**config.mk**
```make
export PLATFORM = sky130hd
export DESIGN_NAME = expr_tokenizer_flat
export DESIGN_NICKNAME = d
export VERILOG_FILES = /design/src/rtl/expr_tokenizer_if.sv /design/src/rtl/expr_tokenizer.sv /design/src/flat_wrapper.sv
export SDC_FILE = /design/constraint.sdc
export NUM_CORES = 1
export LEC_CHECK = 0
export CAP_MARGIN = 25
export CORE_MARGIN = 2
export CORE_UTILIZATION = 30
export CTS_BUF_LIST = sky130_fd_sc_hd__clkbuf_2
export DETAILED_ROUTE_END_ITERATION = 16
export GPL_ROUTABILITY_DRIVEN = 1
export PLACE_DENSITY = 0.58
export SYNTH_ARGS = -nofsm -noshare
export SYNTH_HDL_FRONTEND = slang
export SYNTH_SLANG_ARGS = --single-unit
```
**constraint.sdc**
```tcl
create_clock -name clk -period 3.6 [get_ports clk]
set_input_delay 0.54 -clock clk [delete_from_list [all_inputs] [get_ports clk]]
set_output_delay 0.54 -clock clk [all_outputs]
set_load 0.005 [all_outputs]
```
**src/rtl/expr_tokenizer_if.sv**
```systemverilog
// Character-in / token-out stream bundle for expr_tokenizer.
//   in_char/in_valid/in_ready        : ASCII byte stream into the tokenizer
//   tok_*/tok_ready                  : typed token stream out of the tokenizer
// master = upstream/downstream environment, slave = tokenizer.
interface expr_tokenizer_if #(
  parameter int unsigned DATA_W = 32
);
  logic [7:0]        in_char;
  logic              in_valid;
  logic              in_ready;
  logic              tok_valid;
  logic              tok_ready;
  logic [2:0]        tok_type;
  logic [DATA_W-1:0] tok_value;
  logic              tok_last;

  modport master (
    output in_char, in_valid, tok_ready,
    input  in_ready, tok_valid, tok_type, tok_value, tok_last
  );

  modport slave (
    input  in_char, in_valid, tok_ready,
    output in_ready, tok_valid, tok_type, tok_value, tok_last
  );
endinterface

```
**src/rtl/expr_tokenizer.sv**
```systemverilog
// Byte-serial expression tokenizer: folds decimal digits into signed
// DATA_W-bit literals and emits NUM/ADD/MUL/LPAREN/RPAREN/END/ERR tokens.
//   clk, rst : clock, synchronous active-high reset
//   bus      : expr_tokenizer_if.slave (char stream in, token stream out)
module expr_tokenizer #(
  parameter int unsigned DATA_W = 32
) (
  input logic             clk,
  input logic             rst,
  expr_tokenizer_if.slave bus
);
  localparam int unsigned ACC_W = DATA_W + 4;
  localparam logic [ACC_W-1:0] MAG_MAX = {5'b0, {(DATA_W-1){1'b1}}};

  typedef enum logic [1:0] {ST_SEP, ST_SIGN, ST_NUM, ST_DRAIN} state_e;
  typedef enum logic [2:0] {
    TK_NUM    = 3'd0,
    TK_ADD    = 3'd1,
    TK_MUL    = 3'd2,
    TK_LPAREN = 3'd3,
    TK_RPAREN = 3'd4,
    TK_ERR    = 3'd6,
    TK_END    = 3'd7
  } tok_e;

  localparam logic [1:0] ERR_ILLEGAL = 2'd1;
  localparam logic [1:0] ERR_SIGN    = 2'd2;
  localparam logic [1:0] ERR_OVF     = 2'd3;

  state_e            state_q, state_d;
  logic [ACC_W-1:0]  acc_q, acc_d;
  logic              neg_q, neg_d;
  logic              tok_valid_q, tok_valid_d;
  tok_e              tok_type_q, tok_type_d;
  logic [DATA_W-1:0] tok_value_q, tok_value_d;
  logic              tok_last_q, tok_last_d;
  logic              pend_valid_q, pend_valid_d;
  tok_e              pend_type_q, pend_type_d;

  logic [7:0]        ch;
  logic              is_digit, is_minus, is_space, is_nul, is_op;
  tok_e              op_type;
  logic [ACC_W-1:0]  digit, acc_src;
  logic              ovf;
  logic [DATA_W-1:0] num_val;
  logic              in_ready;
  logic              accept;
  logic              out_free;

  logic [1:0]        n_tok;
  tok_e              t0_type, t1_type;
  logic [DATA_W-1:0] t0_value;
  logic              err;
  logic [1:0]        err_code;

  assign ch       = bus.in_char;
  assign is_digit = (ch >= 8'h30) && (ch <= 8'h39);
  assign is_minus = (ch == 8'h2d);
  assign is_space = (ch == 8'h20);
  assign is_nul   = (ch == 8'h00);
  assign digit    = {{(ACC_W-4){1'b0}}, ch[3:0]};

  always_comb begin
    is_op   = 1'b1;
    op_type = TK_ADD;
    case (ch)
      8'h2b:   op_type = TK_ADD;
      8'h2a:   op_type = TK_MUL;
      8'h28:   op_type = TK_LPAREN;
      8'h29:   op_type = TK_RPAREN;
      default: is_op   = 1'b0;
    endcase
  end

  // acc*10 + d in NUM; a fresh literal starts from the digit alone.
  assign acc_src = (state_q == ST_NUM) ? ((acc_q << 3) + (acc_q << 1) + digit) : digit;
  assign ovf     = (acc_src > MAG_MAX);
  assign num_val = neg_q ? (-acc_q[DATA_W-1:0]) : acc_q[DATA_W-1:0];

  assign in_ready = !rst && !pend_valid_q && (!tok_valid_q || bus.tok_ready);
  assign accept   = bus.in_valid && in_ready;
  assign out_free = !tok_valid_q || bus.tok_ready;

  always_comb begin
    state_d      = state_q;
    acc_d        = acc_q;
    neg_d        = neg_q;
    tok_valid_d  = tok_valid_q;
    tok_type_d   = tok_type_q;
    tok_value_d  = tok_value_q;
    tok_last_d   = tok_last_q;
    pend_valid_d = pend_valid_q;
    pend_type_d  = pend_type_q;
    n_tok        = 2'd0;
    t0_type      = TK_NUM;
    t0_value     = '0;
    t1_type      = TK_END;
    err          = 1'b0;
    err_code     = '0;

    if (accept) begin
      case (state_q)
        ST_SEP, ST_SIGN: begin
          if (is_digit) begin
            if (ovf) begin
              err      = 1'b1;
              err_code = ERR_OVF;
            end else begin
              acc_d   = acc_src;
              state_d = ST_NUM;
            end
          end else if (state_q == ST_SIGN) begin
            err      = 1'b1;
            err_code = ERR_SIGN;
          end else if (is_minus) begin
            neg_d   = 1'b1;
            state_d = ST_SIGN;
          end else if (is_op) begin
            n_tok   = 2'd1;
            t0_type = op_type;
          end else if (is_nul) begin
            n_tok   = 2'd1;
            t0_type = TK_END;
          end else if (!is_space) begin
            err      = 1'b1;
            err_code = ERR_ILLEGAL;
          end
        end
        ST_NUM: begin
          if (is_digit) begin
            if (ovf) begin
              err      = 1'b1;
              err_code = ERR_OVF;
            end else begin
              acc_d = acc_src;
            end
          end else if (is_space || is_op || is_nul) begin
            n_tok    = is_space ? 2'd1 : 2'd2;
            t0_type  = TK_NUM;
            t0_value = num_val;
            t1_type  = is_op ? op_type : TK_END;
            state_d  = ST_SEP;
            acc_d    = '0;
            neg_d    = 1'b0;
          end else begin
            err      = 1'b1;
            err_code = ERR_ILLEGAL;
          end
        end
        ST_DRAIN: begin
          if (is_nul) state_d = ST_SEP;
        end
        default: state_d = ST_SEP;
      endcase

      // An error on the terminator itself ends the expression; nothing to drain.
      if (err) begin
        n_tok    = 2'd1;
        t0_type  = TK_ERR;
        t0_value = {{(DATA_W-2){1'b0}}, err_code};
        state_d  = is_nul ? ST_SEP : ST_DRAIN;
        acc_d    = '0;
        neg_d    = 1'b0;
      end
    end

    // Acceptance implies a free output slot and an empty pending slot.
    if (out_free) begin
      if (pend_valid_q) begin
        tok_valid_d  = 1'b1;
        tok_type_d   = pend_type_q;
        tok_value_d  = '0;
        tok_last_d   = (pend_type_q == TK_END);
        pend_valid_d = 1'b0;
      end else if (n_tok != 2'd0) begin
        tok_valid_d = 1'b1;
        tok_type_d  = t0_type;
        tok_value_d = t0_value;
        tok_last_d  = (t0_type == TK_END) || (t0_type == TK_ERR);
        if (n_tok == 2'd2) begin
          pend_valid_d = 1'b1;
          pend_type_d  = t1_type;
        end
      end else begin
        tok_valid_d = 1'b0;
      end
    end
  end

  always_ff @(posedge clk) begin
    if (rst) begin
      state_q      <= ST_SEP;
      acc_q        <= '0;
      neg_q        <= 1'b0;
      tok_valid_q  <= 1'b0;
      tok_type_q   <= TK_NUM;
      tok_value_q  <= '0;
      tok_last_q   <= 1'b0;
      pend_valid_q <= 1'b0;
      pend_type_q  <= TK_NUM;
    end else begin
      state_q      <= state_d;
      acc_q        <= acc_d;
      neg_q        <= neg_d;
      tok_valid_q  <= tok_valid_d;
      tok_type_q   <= tok_type_d;
      tok_value_q  <= tok_value_d;
      tok_last_q   <= tok_last_d;
      pend_valid_q <= pend_valid_d;
      pend_type_q  <= pend_type_d;
    end
  end

  assign bus.in_ready  = in_ready;
  assign bus.tok_valid = tok_valid_q;
  assign bus.tok_type  = tok_type_q;
  assign bus.tok_value = tok_value_q;
  assign bus.tok_last  = tok_last_q;
endmodule

```
**src/flat_wrapper.sv**
```systemverilog
// flat-port wrapper written by rule: the top's interface ports become plain ports
module expr_tokenizer_flat 
#(
  parameter int unsigned DATA_W = 32
)
  (clk, rst, bus_in_char, bus_in_valid, bus_tok_ready, bus_in_ready, bus_tok_valid, bus_tok_type, bus_tok_value, bus_tok_last);
  expr_tokenizer_if #(.DATA_W(DATA_W)) bus_i ();
  input logic clk;
  input logic rst;
  input wire logic [$bits(bus_i.in_char)-1:0] bus_in_char;
  input wire logic [$bits(bus_i.in_valid)-1:0] bus_in_valid;
  input wire logic [$bits(bus_i.tok_ready)-1:0] bus_tok_ready;
  output wire logic [$bits(bus_i.in_ready)-1:0] bus_in_ready;
  output wire logic [$bits(bus_i.tok_valid)-1:0] bus_tok_valid;
  output wire logic [$bits(bus_i.tok_type)-1:0] bus_tok_type;
  output wire logic [$bits(bus_i.tok_value)-1:0] bus_tok_value;
  output wire logic [$bits(bus_i.tok_last)-1:0] bus_tok_last;
  assign bus_i.in_char = bus_in_char;
  assign bus_i.in_valid = bus_in_valid;
  assign bus_i.tok_ready = bus_tok_ready;
  assign bus_in_ready = bus_i.in_ready;
  assign bus_tok_valid = bus_i.tok_valid;
  assign bus_tok_type = bus_i.tok_type;
  assign bus_tok_value = bus_i.tok_value;
  assign bus_tok_last = bus_i.tok_last;
  expr_tokenizer #(.DATA_W(DATA_W)) u_core (.clk(clk), .rst(rst), .bus(bus_i));
endmodule
```
==> results, run 1 <==
- The flow ran to the end, but the final reports show violations.
- The final reports fail on setup timing.
- Yosys printed 0 warnings.
- The later-pin clock latency in the skew report is 630 ps.
- The most instantiated flip-flop cell in the synthesis netlist is dfxtp_1.
- The final max-slew violation count was 0.
- The startpoint identified for the worst hold timing path is u_core.bus.tok_value[2]$_SDFFE_PP0P_.
- The maximum count of clock buffers along a single path is 2.
- The final layout contains routed wiring with a total length of 16900 µm.
- The fraction of synthesis flops using an asynchronous set or reset pin is 0%.
- The wire length of the first global-routing pass is 28000 µm.
- The path type of the worst min-delay path is reg2reg.
- The H-tree was split into 3 levels.
- The overall power of the completed layout is 1540 µW.
- For this design the static power due to leakage is 0.00333 µW.
- For this run, the post-layout net count is 918.
- Setup repair after global routing could not meet its margin everywhere.
- The kind of start point of the critical path is a register.
- The largest stage delay on the critical path is 540 ps.
- The worst flop-to-flop path startpoint is u_core.acc_q[2]$_SDFFE_PP0P_.
- The minimum clock period is 3620 ps.
- The initial antenna violation count is 1.
- The clock tree from TritonCTS is done.
- The pin count of the biggest net entering global routing is 32.
- The worst hold path terminates at u_core.bus.tok_value[2]$_SDFFE_PP0P_.
- Summing the sequential cell areas from Yosys gives 26.0% of the chip area.
- The signal on the critical path passes through inv_2 -> fa_1 -> inv_2 -> fa_2 -> a21oi_4 -> o21ai_2 -> o311a_1 -> o31ai_2 -> a21oi_2 -> mux2i_2 -> nand4_4 -> or3_4 -> a221oi_2 -> a21o_1.
- Max-cap violations in this run came to 0.
- Global routing used 16.0% of the available tracks across all layers.
- Of the available clock period, the critical path in the final layout requires 101%.
- The cell repeated most along the worst path is inv_2.
- For this run, the top clock speed supported by timing is 0.276 GHz.
- The number of buffers inserted during clock tree synthesis is 9.
- In this run the horizontal extent of the chip is 146 µm.
- The post-synthesis instance area is 6070 µm².
- Summed over all nets, the switching power comes to 462 µW.
- From synthesis to final layout, the design area changed by 24.1%.
- The switching share of power is 30.0%.
- The routed layout has 5814 vias.
- In this run the remaining antenna-violating nets after routing total 0.
- The number of distinct library cells after synthesis is 75.
- The capturing element type of the critical path is a register.
- The slew at the pin closest to its max-slew limit is 728 ps.
- In this run the clock root is driven by a clkbuf_2.
- The hold violation total from the final report was 0.
- The data required time of the critical path is 4200 ps.
- Across the routed clock network, the largest skew measured is 41.1 ps.
- The highest metal layer with signal wires is met4.
- The relative contribution of combinational cells to total power is 13.9%.
- After detailed routing, the average wire length per cell comes to 15.2 µm.
- The average instance area after synthesis is 8.27 µm².
- Clock-pin slew was measured on the worst setup and hold paths at 220 ps.
- On the critical path, the stage with the largest delay is an instance of fa_1.
- Power spread over the standard cell area amounts to 204 nW/µm².
- At the worst endpoint, the arrival time is 4220 ps.
- The register bit total from synthesis is 79.
- The hold-critical path depth is 1.
- The floorplan step defined a die boundary enclosing 21400 µm².
- The most common cell after layout, fill and taps aside is nand2_1.
- The first-pass detailed-route iteration total is 5.
- For this configuration, the core starts out at a cell density of 30.3%.
- In the detailed route, the total length drawn on met3 is 551 µm.
- The power share of the sequential group is 58.5%.
- The worst setup path is of the reg2reg kind.
- The endpoint identified for the worst register-to-register timing path is u_core.acc_q[1]$_SDFFE_PP0P_.
- In the final timing run, aggregate negative setup slack is -18.8 ps.
- Of the total power, the clock network draws 27.5%.
- Input and output buffers added on the ports amount to 49.
- The weighted congestion reported at the end of routability-driven placement is 0.867.
- The detailed router put a total of 8340 µm of wire on met1.
- Of the cells placed in the final design, the portion with a size suffix greater than 1 is 18.2%.
- OpenSTA, run right after detailed placement, puts the worst setup slack at -827 ps.
- The worst-case IR drop observed on VDD is 88.1 µV.
- The worst path setup slack after routing is -18.8 ps.
- Yosys mapped a number of flops with a built-in enable equal to 0.
- The global-route congestion overflow total is 0.
- Synthesis handed over a netlist of 734 instances.
- The worst-path maximum fanout is 4.
- Dividing the detail-routed via count by the number of cells gives 5.22.
- The count of unresolved DRC violations after routing is 0.
- The boundary pin count is 50.
- In this run the tightest slew margin relative to its limit is 51.0%.
- The number of global-route vias before repair is 5512.
- In the layout the commonest cells are 93 x nand2_1, 70 x dfxtp_1, 69 x buf_4.
- The count of cells along the worst register-to-register path is 14.
- For this design, the CTS-stage hold fixing added 0 buffers.
- Setup violations remaining at the end of the flow were counted as 1.
- The number of nets handed over by synthesis was 815.
- The minimum setup slack among reg-to-reg paths is -20 ps.
- The site row count is 52.
- The clock drives 79 sinks.
- The wire-length estimate of the detail-placed layout is 13100 µm.
- Detailed routing placed a total of 7750 µm of wire on met2.
- The chip height is 146 µm.
- Internal power comes to 1080 µW.
- After the first detailed-routing iteration, the DRC count stood at 415.
- The core area is 20000 µm².
cells by family (layout without fill, tap and decap cells):
kind of cell    after synthesis  count (layout)  synth area share [%]
compound gates              245             245                  27.0
fa+ha+maj                    69              69                  14.5
other cells                   0               1                     0
mux                           2               2                 0.330
flops                        79              79                  26.0
buf+inv                      48             156                  4.35
xor+xnor                     60              60                  8.65
simple gates                231             231                  19.1
worst max-delay path by stage:
stage,start,to,slack [ps],depth (start not counted)
floorplan,bus_in_char[2],u_core.acc_q[1]$_SDFFE_PP0P_,10,13
global placement,bus_in_char[3],u_core.acc_q[1]$_SDFFE_PP0P_,-690,15
detailed placement,bus_in_char[3],u_core.acc_q[2]$_SDFFE_PP0P_,-830,15
CTS,u_core.acc_q[2]$_SDFFE_PP0P_,u_core.bus.tok_value[24]$_SDFFE_PP0P_,-20,15
global route,u_core.acc_q[2]$_SDFFE_PP0P_,u_core.acc_q[1]$_SDFFE_PP0P_,-170,14
finish,u_core.acc_q[2]$_SDFFE_PP0P_,u_core.acc_q[1]$_SDFFE_PP0P_,-20,14
power by group through the flow:
stage	Clock [µW]	Sequential (µW)	Combinational (µW)
final	423	900	214
after global routing	474	903	235
after CTS	442	900	213
after detailed placement	0	917	211
after global placement	0	917	210
after floorplan	0	913	126
worst max-delay path, delay by kind of cell, from the launching register on:
kind                       cells  cell delay [ps]
muxes                          1              270
adders and majority gates      2              910
buffers and inverters          2              100
and+or+nand+nor                2              550
DFF                            1              400
AOI/OAI and AO/OA              7             1370
cell usage after synthesis (all sizes together), types with 13 or more instances:
cell type	count	share of area (%)
inv	17	1.1
nand2	94	5.8
a21oi	61	5.3
nand4	18	2.2
nand3	21	1.8
xnor2	41	5.9
nor2	34	2.1
clkbuf	20	1.6
o21ai	66	5.4
a22o	31	4.5
xor2	19	2.7
ha	67	14
o31ai	13	1.6
a21o	15	1.9
dfxtp	79	26
sequential cells by signal, summed over array words and instances (netlist names):
register and count:
u_core.pend_valid_q 1, u_core.state_q 2, u_core.bus.tok_last 1, u_core.bus.tok_value 32
u_core.pend_type_q 3, u_core.acc_q 35, u_core.bus.tok_valid 1, u_core.bus.tok_type 3
u_core.neg_q 1
layer usage:
| metal | up-vias | track usage (%) |
|---|---|---|
| li1 | 2941 | - |
| met1 | 2745 | 22.2 |
| met2 | 112 | 26.1 |
| met3 | 16 | 1.88 |
| met4 | 0 | 5.05 |
| met5 | - | 0 |
metrics by stage:
step,instances,area [µm²],hold slack (ps),utilization [%]
4_1_cts,1109,7400,506,36.9
5_1_grt,1113,7540,529,37.6
3_3_place_gp,1091,7260,460,36.2
3_5_place_dp,1091,7260,467,36.2
2_1_floorplan,734,6090,451,-
6_report,1113,7540,493,37.6
final cells by class:
cell class              count  area [µm²]
inverters                  17        63.8
clock buffers              12        60.1
flip-flops and latches     79        1590
fillers                  2138       12500
multi-input cells         607        4360
well taps                 270         338
diodes                      1        2.50
clock inverters             4        21.3
repair buffers            123        1100
what timing repair did:
item,CTS,global route
pin swaps,4,15
hold endpoints to repair,0,0
cloned,0,1
gates resized for setup,11,37
endpoints found under the setup margin,69,70
buffers inserted,2,2
Note: power is estimated with default switching activity, not from simulation.
==> run 2: changes to the inputs <==
--- a/config.mk
+++ b/config.mk
@@ -6,7 +6,6 @@
 export NUM_CORES = 1
 export LEC_CHECK = 0
 export CAP_MARGIN = 25
-export CORE_MARGIN = 2
 export CORE_UTILIZATION = 30
 export CTS_BUF_LIST = sky130_fd_sc_hd__clkbuf_2
 export DETAILED_ROUTE_END_ITERATION = 16
==> run 2 against run 1 <==
Effect of this change: the run still ends with setup timing left; hold slack better by 2.1 ps; die area down 2.7%; clock skew down 15 ps; non-clock buffer count up 4; via count down 0.84%; sequential power about the same; critical path depth up 1; cell count about the same; setup slack worse by 5.7 ps; power up 2.3%; cell area up 2.1%; clock power about the same; critical endpoint is now u_core.acc_q[2]$_SDFFE_PP0P_; largest cell class unchanged.
==> results, run 2 (synthesized netlist as in run 1, its figures left out) <==
- The flow ran to the end, but the final reports show violations.
- The checks that failed: setup timing.
- Leaving out fill and tap cells, the most frequent cells in the layout are 93 x nand2_1, 66 x dfxtp_1, 65 x ha_1, 65 x buf_4, 53 x a21oi_1.
- Relative to the synthesized area, the layout overhead comes to 26.8%.
- The total number of vias is 5765.
- In the finished design, the share of the clock period the worst path needs comes to 101%.
- The routed wire length is 17100 µm.
- The slowest stage cell on the critical path is fa_1.
- The final max-slew violation count is 0.
- Setup repair after global routing could not meet its margin everywhere.
- The per-cell via count in the routed design is 5.18.
- The clock tree from TritonCTS is done.
- Clock-pin slew was measured on the worst setup and hold paths at 220 ps.
- STA classifies the critical path endpoint as a register.
- After the last flow step, the layout net total stands at 922.
- Entering global routing, the biggest net connects 32 pins.
- In the final timing run, aggregate negative setup slack is -95.2 ps.
- In this run, post-CTS hold repair placed 0 buffers.
- From bottom edge to top edge, the die measures 144 µm.
- Excluding fillers, the count of instances in the completed layout stands at 1112.
- Timing would allow up to 0.276 GHz.
- The number of flip-flops in the largest register is 35.
- The clock root buffer is clkbuf_2.
- The kind of start point of the critical path is a register.
- The data required time of the critical path is 4170 ps.
- Setup violations remaining at the end of the flow were counted as 5.
- After floorplanning, the core was divided into 51 placement rows.
- In this run the power density over the cells is 204 nW/µm².
- The worst min-delay path startpoint is u_core.acc_q[15]$_SDFFE_PP0P_.
- The pre-antenna-repair detailed-routing pass consisted of 5 iterations.
- The critical path goes through inv_2 -> fa_1 -> inv_2 -> fa_2 -> a21oi_4 -> o21ai_2 -> o311a_1 -> o31ai_2 -> a21oi_2 -> mux2i_2 -> buf_4 -> nand4_4 -> or3_4 -> a221oi_2 -> a21o_1.
- Measured along the x axis, the die boundary spans 144 µm.
- The relative slew slack is 53.4%.
- The reported max-cap violation count is 0.
- For this run, the slowest stage of the critical path takes 510 ps.
- The level count of the clock H-tree is 3.
- The starting density of the core is 30.9%.
- The number of cells after detailed placement is 1085.
- The worst setup path startpoint is u_core.acc_q[0]$_SDFFE_PP0P_.
- The clock passes through at most 2 buffers.
- The remaining antenna violation count after routing is 0.
- The overall fraction of global-route tracks in use is 17.1%.
- The post-DP HPWL is 13100 µm.
- At the end of routability-driven placement, the weighted congestion stood at 0.879.
- The floorplan step defined a die boundary enclosing 20800 µm².
- The first routing iteration left 342 violations.
- The boundary pin count is 50.
- The hold violation total from the final report came to 0.
- In this run the worst path has a maximum fanout of 4.
- The slew at the pin closest to its max-slew limit is 693 ps.
- The cell repeated most along the worst path is inv_2.
- The port buffer count is 49.
- In the final routed layout, each cell accounts on average for 15.3 µm.
- Data arrives at the worst endpoint at 4200 ps.
- The core area is 19700 µm².
- Ranked by flip-flop count, first place goes to u_core.acc_q.
- The min-delay analysis places its worst path in the category reg2reg.
- The routed design could run at a clock period as short as 3620 ps.
- The post-route netlist has 19.6% of its cells at a drive strength greater than 1.
- The most common cell after layout, fill and taps aside is nand2_1.
- The TritonCTS sink count is 79.
- The reported leakage power is 0.00337 µW.
- The worst register-to-register path begins at u_core.acc_q[0]$_SDFFE_PP0P_.
- The critical path in this run is classified as reg2reg.
- IR analysis of the VDD net gives a maximum drop of 103 µV.
- The first global-routing pass estimated 27800 µm of wire.
- After detailed routing, the number of remaining DRC violations is 0.
- Summed over all layers, the global routing overflow is 0.
- The later-pin clock latency in the skew report is 610 ps.
- The initial antenna violation count is 1.
- Clock tree synthesis inserted a total of 9 buffers.
- The number of global-route vias before repair is 5601.
- The setup clock skew after layout is 26.2 ps.
- The overall power of the completed layout is 1570 µW.
- The worst path setup slack after routing is -24.5 ps.
[run 2: cell count changes in the layout (fill, tap and decap cells not counted), moves of 2 or more]
cell        previous run  this run
o21ai_1                4        12
o21ai_2               17        11
buf_4                 69        65
dfxtp_1               70        66
buf_6                  1         4
clkinvlp_4             0         3
dfxtp_2                9        12
a21oi_1               55        53
a21oi_2                4         6
buf_12                 2         4
clkbuf_2              12        10
clkinv_1               2         0
clkinv_2               1         3
o21ai_0               45        43
[run 2: area by class of cell]
class | count | area, µm²
Timing Repair Buffer | 127 | 1210
Tap cell | 265 | 332
Inverter | 17 | 63.8
Sequential cell | 79 | 1600
Clock inverter | 6 | 37.5
Antenna cell | 1 | 2.50
Fill cell | 2106 | 12000
Multi-Input combinational cell | 607 | 4400
Clock buffer | 10 | 50.0
[run 2: critical path, delay by kind of cell (launching register included)]
kind,cells,cell delay (ps)
buf+inv,3,260
simple gates,2,500
fa+ha+maj,2,880
mux,1,220
compound gates,7,1330
flops,1,380
[run 2: routing by layer]
metal	vias to the layer above	GRT usage [%]	share of wire (%)
met5	-	0	0
met4	0	5.60	2.2
met3	22	2.68	3.4
met2	101	27.3	45
met1	2687	23.3	50
li1	2955	-	-
[run 2: report_power, final]
part | total [µW] | internal, µW | switching [µW] | leakage (µW)
registers | 899 | 887 | 12.9 | 0.000645
logic | 250 | 115 | 134 | 0.00268
clock network | 423 | 88.8 | 334 | 0.0000537
total | 1570 | 1090 | 482 | 0.00337
[run 2: repair_timing]
| item | 4_1_cts | 5_1_grt |
|---|---|---|
| pin swaps | 11 | 47 |
| cloned | 1 | 3 |
| endpoints found under the setup margin | 69 | 69 |
| buffers inserted | 4 | 3 |
| resized for setup | 25 | 42 |
[run 2: worst paths after layout]
| path | cells after the start | endpoint | slack (ps) |
|---|---|---|---|
| max | 15 | u_core.acc_q[2]$_SDFFE_PP0P_ | -20 |
| min | 2 | u_core.acc_q[15]$_SDFFE_PP0P_ | 490 |
| max reg2reg | 15 | u_core.acc_q[2]$_SDFFE_PP0P_ | -20 |
| min reg2reg | 2 | u_core.acc_q[15]$_SDFFE_PP0P_ | 490 |
[run 2: stage by stage]
step                cell area (µm²)  worst slack (ps)  utilization, %  hold slack, ps
floorplan                      6090              9.93               -             451
global placement               7260              -700            36.9             460
detailed placement             7260              -815            36.9             467
CTS                            7500             -4.52            38.2             498
global route                   7700              -191            39.2             514
finish                         7700             -24.5            39.2             495
==> run 3: changes to the inputs <==
--- a/config.mk
+++ b/config.mk
@@ -10,7 +10,10 @@
 export CTS_BUF_LIST = sky130_fd_sc_hd__clkbuf_2
 export DETAILED_ROUTE_END_ITERATION = 16
 export GPL_ROUTABILITY_DRIVEN = 1
+export HOLD_SLACK_MARGIN = 0.05
+export MAX_ROUTING_LAYER = met4
 export PLACE_DENSITY = 0.58
+export RECOVER_POWER = 25
 export SYNTH_ARGS = -nofsm -noshare
 export SYNTH_HDL_FRONTEND = slang
 export SYNTH_SLANG_ARGS = --single-unit
==> run 3 against run 2 <==
Effect of this change: the run still ends with setup timing left; sequential cell count unchanged; critical path depth did not move; count of clock-buffer cells in the layout unchanged; hold slack lost 2.5 ps; register-to-register slack hardly changed; sequential power is essentially flat; routed wire length grew 0.12%; die area unchanged; largest cell class unchanged.
==> results, run 3 (synthesized netlist as in run 1, its figures left out) <==
- Of all nets on the critical path, the largest fanout is 4.
- The die is 144 µm tall.
- The worst flop-to-flop path startpoint is u_core.acc_q[0]$_SDFFE_PP0P_.
- The routed length per instance is 15.3 µm.
- The worst setup path is captured at a register.
- Max-cap violations in this run came to 0.
- The data required time of the critical path is 4160 ps.
- Once routing completed, OpenROAD measured the worst setup slack at -23.7 ps.
- The wire length of the first global-routing pass is 27800 µm.
- The power density over the cells is 203 nW/µm².
- The power share of the sequential group is 57.4%.
- Across the VDD grid, the largest voltage drop is 102 µV.
- The number of filler cells placed in the layout is 2107.
- The minimum clock period is 3620 ps.
- The register with the most flip-flops in the final layout is u_core.acc_q.
- After the first detailed-routing iteration, the DRC count stood at 337.
- The number of flip-flops in the largest register is 35.
- The number of buffers inserted during clock tree synthesis is 9.
- The post-DP HPWL is 13100 µm.
- The worst setup path is launched from a register.
- In the routed layout, each cell is associated on average with a via count of 5.20.
- The count of buffer and inverter cells on the critical path is 3.
- The final max-slew violation count is 0.
- The most common cell after layout, fill and taps aside is nand2_1.
- The slew at the pin closest to its max-slew limit is 679 ps.
- The count of unresolved DRC violations after routing is 0.
- The internal power is 1090 µW.
- The clock tree from TritonCTS is done.
- The largest single stage delay on the critical path is 510 ps.
- The cell family contributing the most delay on the critical path is compound AO/OA/AOI/OAI gates.
- Across the routed clock network, the largest skew measured is 40.4 ps.
- The worst endpoint data arrival time is 4180 ps.
- The checks that failed: setup timing.
- Port buffering added 49 buffers.
- The routed wire length is 17100 µm.
- For this block, the via count after detailed routing is 5785.
- The signal on the critical path passes through inv_2 -> fa_1 -> inv_2 -> fa_2 -> a21oi_4 -> o21ai_2 -> o311a_1 -> o31ai_2 -> a21oi_2 -> mux2i_2 -> buf_4 -> nand4_4 -> or3_4 -> a221oi_2 -> a21o_1.
- The most critical setup path has its endpoint at u_core.acc_q[2]$_SDFFE_PP0P_.
- The largest individual stage delay along the critical path comes from the cell fa_1.
- The share of the clock period used by the worst path after layout is 101%.
- The worst pin sits at a relative slew slack of 54.3%.
- The critical path is of the reg2reg type.
- The placed instances occupy a cell area of 7260 µm².
- The later pin in the worst-skew pair is clocked with a latency of 610 ps.
- The hold violation total from the final report is 0.
- By instance count, the cell type seen most on the critical path is inv_2.
- In the final design database the tool counted 922 nets.
- The die covers 20800 µm².
- The path type of the worst min-delay path is reg2reg.
- Hold repair after CTS inserted 0 buffers.
- The core area is 19700 µm².
- The clock drives 79 sinks.
- The clock passes through at most 2 buffers.
- In this run the number of H-tree levels came out at 3.
- The overall power of the completed layout is 1570 µW.
- Pin placement for this block handled 50 I/O pins.
- Setup violations remaining at the end of the flow were counted as 5.
- The site row count is 51.
- In the layout the commonest cells are 93 x nand2_1, 66 x dfxtp_1, 65 x ha_1, 65 x buf_4, 53 x a21oi_1.
- The tree is rooted in a clkbuf_2.
- Of the total power, combinational logic draws 15.8%.
- After clock tree synthesis, the clock-pin slew on the worst setup and hold paths is 220 ps.
- In the global route stage, overall resource usage came out at 17.6%.
- Setup repair after global routing could not meet its margin everywhere.
- Entering global routing, the biggest net connects 32 pins.
- The combined area of the multi-input logic cells is 4400 µm².
- The flip-flop and latch area is 1600 µm².
- From synthesis to final layout, the design area changed by 26.8%.
- Routability-driven placement finished with a final weighted congestion of 0.894.
- After global routing the overflow that remains totals 0.
- The first detailed-routing pass took 5 iterations.
- In this run the critical register-to-register path is captured at u_core.acc_q[2]$_SDFFE_PP0P_.
- Setup slack on the worst reg-to-reg path comes out at -20 ps.
- Measured in cells, the most critical reg-to-reg path has a length of 15.
- The number of global-route vias before repair is 5603.
- The starting density of the core is 30.9%.
- The power share of the clock group is 26.8%.
- The reported leakage power is 0.00341 µW.
- The fraction of layout instances using a drive strength above 1 is 19.6%.
- The remaining antenna violation count after routing is 0.
- The initial antenna violation count was 0.
- The worst setup path startpoint is u_core.acc_q[0]$_SDFFE_PP0P_.
- The run finished, with violations left.
- The die is 144 µm wide.
- The highest clock frequency the design can meet is 0.276 GHz.
- The post-route cell area is 7700 µm².
- The total number of cells along the worst setup path is 15.
- Of the total power, the share spent switching nets is 30.5%.
- The total net switching power is 477 µW.
-- run 3: layout make-up --
cell class | count | area share (%)
Inverter | 17 | 0.829
Sequential cell | 79 | 20.8
Multi-Input combinational cell | 607 | 57.2
Clock buffer | 10 | 0.650
Clock inverter | 6 | 0.487
Tap cell | 265 | 4.31
Timing Repair Buffer | 127 | 15.7
Antenna cell | 2 | 0.0650
-- run 3: how the worst min path moves through the flow --
stage                                                startpoint                               endpoint  slack (ps)  depth (start not counted)
after global placement    u_core.bus.tok_value[24]$_SDFFE_PP0P_  u_core.bus.tok_value[24]$_SDFFE_PP0P_         460                          1
after CTS                         u_core.acc_q[19]$_SDFFE_PP0P_          u_core.acc_q[19]$_SDFFE_PP0P_         500                          2
after global routing              u_core.acc_q[33]$_SDFFE_PP0P_          u_core.acc_q[33]$_SDFFE_PP0P_         510                          1
after floorplan            u_core.bus.tok_value[2]$_SDFFE_PP0P_   u_core.bus.tok_value[2]$_SDFFE_PP0P_         450                          1
after detailed placement  u_core.bus.tok_value[19]$_SDFFE_PP0P_  u_core.bus.tok_value[19]$_SDFFE_PP0P_         470                          1
final                             u_core.acc_q[15]$_SDFFE_PP0P_          u_core.acc_q[15]$_SDFFE_PP0P_         490                          2
-- run 3: metal layers --
metal / global-route usage [%] / wire [µm] / vias to the layer above
met3: 2.78 / 618 / 25
met4: 5.43 / 393 / 0
met5: - / 0 / -
li1: - / - / 2954
met1: 23.3 / 8480 / 2698
met2: 27.3 / 7590 / 108
-- run 3: power groups by stage --
stage	Sequential (µW)	Clock, µW	Combinational, µW
6_report	899	419	248
5_1_grt	902	480	271
4_1_cts	900	438	227
3_5_place_dp	917	0	209
3_3_place_gp	917	0	209
2_1_floorplan	913	0	126
-- run 3: timing repair --
item / in CTS / in global routing
pin swaps: 11 / 47
cloned: 1 / 3
endpoints found under the setup margin: 69 / 69
buffers inserted: 4 / 3
gates resized for setup: 25 / 42
-- run 3: worst register-to-register path, cell delays in order (launching register included) --
cell	delay [ps]
dfxtp_2	380
inv_2	50
fa_1	510
inv_2	60
fa_2	370
a21oi_4	190
o21ai_2	90
o311a_1	330
o31ai_2	240
a21oi_2	130
mux2i_2	220
buf_4	150
nand4_4	110
or3_4	390
a221oi_2	260
a21o_1	100
-- run 3: per-stage QoR --
| stage | utilization [%] | hold slack (ps) | setup WS, ps | std cells | TNS [ps] |
|---|---|---|---|---|---|
| finish | 39.2 | 492 | -23.7 | 1113 | -72.1 |
| global route | 39.2 | 514 | -191 | 1111 | -6460 |
| CTS | 38.2 | 498 | -4.52 | 1106 | -19.5 |
| detailed placement | 36.9 | 467 | -815 | 1085 | -50880 |
| global placement | 36.9 | 460 | -700 | 1085 | -44550 |
| floorplan | - | 451 | 9.93 | 734 | 0 |
